<file path="src/rtl/sort_sequencer.sv">
// Bubble-sort engine driving one shared external comparator: load DEPTH elements,
// sort in place one compare per cycle, stream out ascending. Optional macro EARLY_EXIT_EN.
module sort_sequencer #(
  parameter int unsigned DEPTH = 8,
  parameter int unsigned W     = 4
) (
  input  logic         clk,
  input  logic         rst_n,
  input  logic         in_valid,
  output logic         in_ready,
  input  logic [W-1:0] in_data,
  output logic         out_valid,
  input  logic         out_ready,
  output logic [W-1:0] out_data,
  output logic         out_last,
  output logic         busy,
  output logic [W-1:0] cmp_low,
  output logic [W-1:0] cmp_high,
  input  logic         cmp_gte
);

  localparam int unsigned IDX_W = (DEPTH > 1) ? $clog2(DEPTH) : 1;
  localparam logic [IDX_W-1:0] LAST_IDX  = IDX_W'(DEPTH - 1);
  localparam logic [IDX_W-1:0] LAST_CMP  = IDX_W'(DEPTH - 2);
  localparam logic [IDX_W-1:0] LAST_PASS = IDX_W'(DEPTH - 2);

  typedef enum logic [1:0] {
    S_LOAD = 2'd0,
    S_SORT = 2'd1,
    S_OUT  = 2'd2
  } state_t;

  state_t             state_q, state_d;
  logic [W-1:0]       mem_q [DEPTH];
  logic [W-1:0]       mem_d [DEPTH];
  logic [IDX_W-1:0]   k_q, k_d;
  logic [IDX_W-1:0]   j_q, j_d;
  logic [IDX_W-1:0]   p_q, p_d;
  logic               swap_q, swap_d;
  logic [IDX_W-1:0]   j_nx;
  logic               pass_exit;

  assign j_nx = j_q + IDX_W'(1);

  // State, array and counter registers
  always_ff @(posedge clk or negedge rst_n) begin
    if (!rst_n) begin
      state_q <= S_LOAD;
      for (int i = 0; i < int'(DEPTH); i++) mem_q[i] <= '0;
      k_q     <= '0;
      j_q     <= '0;
      p_q     <= '0;
      swap_q  <= 1'b0;
    end else begin
      state_q <= state_d;
      for (int i = 0; i < int'(DEPTH); i++) mem_q[i] <= mem_d[i];
      k_q     <= k_d;
      j_q     <= j_d;
      p_q     <= p_d;
      swap_q  <= swap_d;
    end
  end

  // Next-state, array update and counter sequencing
  always_comb begin
    state_d   = state_q;
    mem_d     = mem_q;
    k_d       = k_q;
    j_d       = j_q;
    p_d       = p_q;
    swap_d    = swap_q;
    pass_exit = 1'b0;
    case (state_q)
      S_LOAD: begin
        if (in_valid) begin
          mem_d[k_q] = in_data;
          if (k_q == LAST_IDX) begin
            k_d     = '0;
            j_d     = '0;
            p_d     = '0;
            swap_d  = 1'b0;
            state_d = S_SORT;
          end else begin
            k_d = k_q + IDX_W'(1);
          end
        end
      end
      S_SORT: begin
        // cmp_gte low means mem[j] > mem[j+1]; equal pairs stay put
        if (!cmp_gte) begin
          mem_d[j_q]  = mem_q[j_nx];
          mem_d[j_nx] = mem_q[j_q];
          swap_d      = 1'b1;
        end
        if (j_q == LAST_CMP) begin
          j_d    = '0;
          p_d    = p_q + IDX_W'(1);
          swap_d = 1'b0;
`ifdef EARLY_EXIT_EN
          pass_exit = (p_q == LAST_PASS) || !(swap_q || !cmp_gte);
`else
          pass_exit = (p_q == LAST_PASS);
`endif
          if (pass_exit) begin
            k_d     = '0;
            state_d = S_OUT;
          end
        end else begin
          j_d = j_nx;
        end
      end
      S_OUT: begin
        if (out_ready) begin
          if (k_q == LAST_IDX) begin
            k_d     = '0;
            state_d = S_LOAD;
          end else begin
            k_d = k_q + IDX_W'(1);
          end
        end
      end
      default: state_d = S_LOAD;
    endcase
  end

  // Output decodes of registered state
  assign in_ready  = (state_q == S_LOAD);
  assign out_valid = (state_q == S_OUT);
  assign busy      = (state_q == S_SORT);
  assign out_last  = (state_q == S_OUT) && (k_q == LAST_IDX);
  assign out_data  = mem_q[k_q];
  assign cmp_low   = (state_q == S_SORT) ? mem_q[j_q]  : '0;
  assign cmp_high  = (state_q == S_SORT) ? mem_q[j_nx] : '0;

endmodule
</file>
<file path="config.mk">
export PLATFORM = sky130hd
export DESIGN_NAME = sort_sequencer
export DESIGN_NICKNAME = d
export VERILOG_FILES = /design/src/rtl/sort_sequencer.sv
export SDC_FILE = /design/constraint.sdc
export NUM_CORES = 1
export LEC_CHECK = 0
export CAP_MARGIN = 10
export CORE_MARGIN = 3
export CORE_UTILIZATION = 55
export CTS_CLUSTER_SIZE = 12
export DETAILED_ROUTE_END_ITERATION = 12
export MAX_ROUTING_LAYER = met4
export PLACE_DENSITY = 0.72
export SYNTH_ARGS = -nofsm -noshare
export SYNTH_HDL_FRONTEND = slang
export SYNTH_SLANG_ARGS = --single-unit
</file>
<file path="constraint.sdc">
create_clock -name clk -period 4.9 [get_ports clk]
set_clock_uncertainty 0.15 [all_clocks]
set_input_delay 1.47 -clock clk [delete_from_list [all_inputs] [get_ports clk]]
set_output_delay 1.47 -clock clk [all_outputs]
set_load 0.05 [all_outputs]
</file>
==> results.toml <==
[flow_run]
drv_cap = 0

[sta]
slew_headroom = 0.355
fmax_mhz = 226
setup_ws_ns = 0.481
hold_viol_final = 0
worst_pin_slew_ns = 0.968
setup_tns_ns = 0
fin_crit_sh = 0.902
rsz0062_at_grt = "no"
layout_min_cycle_time_ns = 4.42
setup_viol = 0
whs_ns = 0.415
report.final.slew_viol_count = 0

[clocking]
clkLatencyLatePin_ns = 0.30
clkTransAtPathRegs_ns = 0.09
postCtsSetupRepairBufs = 0
cts_resized = 0
cts_tree = "done"
clkSinkCount = 43
cts_buffer_depth = 2
h-tree-depth = 2
cts_buffers = 5
root_buffer = "clkbuf_8"
holdBufCountCts = 0

[setup_path]
cp-end-kind = "primary output"
reg2reg_depth = 7
worstPathRequired_ns = 3.28
ff2ff_setup_slack_ns = 1.89
crit_type = "flop to primary output"
crit_fanout = 22
timing.rr.start = "state_q[0]"
startpoint_type = "flop"
r2r-end = "mem_q[30]"
critPathArrivalTime_ns = 2.80

[outcome]
status = "finished clean"

[pwr]
ir_drop_uv = 204
pwr-share-clk = 0.207
internal_power_uw = 677
p_comb_frac = 0.344
p_switching_uw = 426
p_total_mw = 1.10
switching_share = 0.386
seqPwrFrac = 0.449
p_per_area_nw_per_um2 = 283
p_leak_nw = 1.53

[routing]
via_per_inst = 7.19
drt_iter0_markers = 561
ant_nets = 0
drcViolationCount = 0
via_count = 3525
firstDrtPassIters = 8
wl_per_cell_um = 24.2
wl_um = 11800

[cells_and_area]
fill_cells = 545
fin_util = 0.647
final_area_um2 = 3900
fin_nets = 429
drive_gt1_frac = 0.178
areaGrowthSynthToFinish_pct = 11.8
stdcell_count = 490
antennaDiodeCount = 0

[die]
core_um2 = 6030
die_w_um = 85.6
io_pins = 25
num_rows = 28
dieHeight_um = 85.6
dieArea_um2 = 7330
initial_core_util = 0.578

[place]
dp_slack_ns = 0.849
place_congestion = 1.04
dp.final_hpwl_um = 8580
placed_cells = 482
port_buffers = 24
placed_area_um2 = 3810

[global_routing]
grt_pass1_vias = 3227
track_usage = 0.342
grt_first_pass_wirelength_um = 18500
grt_max_degree = 44
overflow = 0
antenna_found_initial = 0

[logic_synthesis]
avgSynthCellArea_um2 = 8.78
yosys-top-cells-area = "dfrtp_1, mux2_2, mux2i_1"
synth_top_area_frac = 0.309
ys_async_sr_fraction = 1.00
synth_top_cell_by_area = "dfrtp_1"
syn-num-nets = 412
synth_common_cells = "dfrtp_1, nand2_1, nor2_1, mux2_2, nand3_1"
synthFlopType = "dfrtp_1"
yosysMostFrequentCell = "dfrtp_1"
synth_sequential_area_ratio = 0.309
synth_cell_types = 63
ys_warn_count = 0
synth_edf_count = 0
synthesis.area_um2 = 3490
synth-seq-cells = 43
synth_cells = 397

[min_path]
whs_path_depth = 1
hold-path-endpoint = "mem_q[31]"
hold_start = "mem_q[31]"
min_path_type = "flop to flop"
## kinds of logic after synthesis
group,share of synthesized area
buf+inv,0.0506
fa+ha+maj,0.0215
simple gates,0.189
xor+xnor,0.00503
compound gates,0.263
flops,0.309
mux,0.163
## power by group through the flow
stage                     logic [mW]  clock network, mW  registers [mW]
after global placement         0.370                  0           0.499
final                          0.379              0.228           0.496
after detailed placement       0.373                  0           0.496
after floorplan                0.265                  0           0.460
after CTS                      0.374              0.229           0.489
after global routing           0.404              0.244           0.500
## worst max-delay path by stage
stage                       from          end
after detailed placement  j_q[1]   cmp_low[2]
after global placement    j_q[0]  cmp_high[0]
after global routing      j_q[1]   cmp_low[2]
final                     j_q[1]   cmp_low[2]
after floorplan           j_q[0]  cmp_high[1]
after CTS                 j_q[1]   cmp_low[2]
## per-layer routing
metal,global-route usage,wire [µm]
met5,-,0
met4,0.132,382
met3,0.0730,1360
met2,0.473,5070
met1,0.489,5040
## sequential cells by signal, indices dropped and copies added, names as in the netlist
signal,count
mem_q,32
j_q,3
k_q,3
p_q,3
state_q,2
## area by class of cell
cell class,count,area [µm²],area share
Clock buffer,5,68.8,0.0177
Clock inverter,3,15.0,0.00385
Inverter,11,41.3,0.0106
Multi-Input combinational cell,311,2230,0.573
Sequential cell,43,1080,0.276
Tap cell,75,93.8,0.0241
Timing Repair Buffer,42,370,0.0950
## cell usage in the layout (no fill, tap or decap), drive strengths merged, types with 2 or more instances in the layout
master	n
nor2b	5
nor3	8
o22ai	7
a22oi	7
clkdlybuf4s50	18
mux2	27
a222oi	3
and3	5
nand3	24
dfrtp	43
a221o	3
or2	2
o21ai	22
a21oi	12
a22o	5
o31ai	2
nand4	3
nand2	36
or3	3
nand2b	9
mux4	5
o21a	6
a311o	2
a211oi	3
nor2	28
buf	24
ha	6
o2111ai	4
clkbuf	5
clkinv	4
o22a	9
and2	5
o32a	3
o211ai	3
inv	10
mux2i	15
a21o	2
o221ai	11
a31oi	8
## worst max-delay path, cell delays in order (launching register included)
cell	delay, ns
dfrtp_1	0.52
buf_4	0.32
inv_1	0.16
a311o_1	0.35
a21oi_2	0.36
nor2_1	0.07
clkdlybuf4s50_1	0.71
Note: power is estimated with default switching activity, not from simulation.
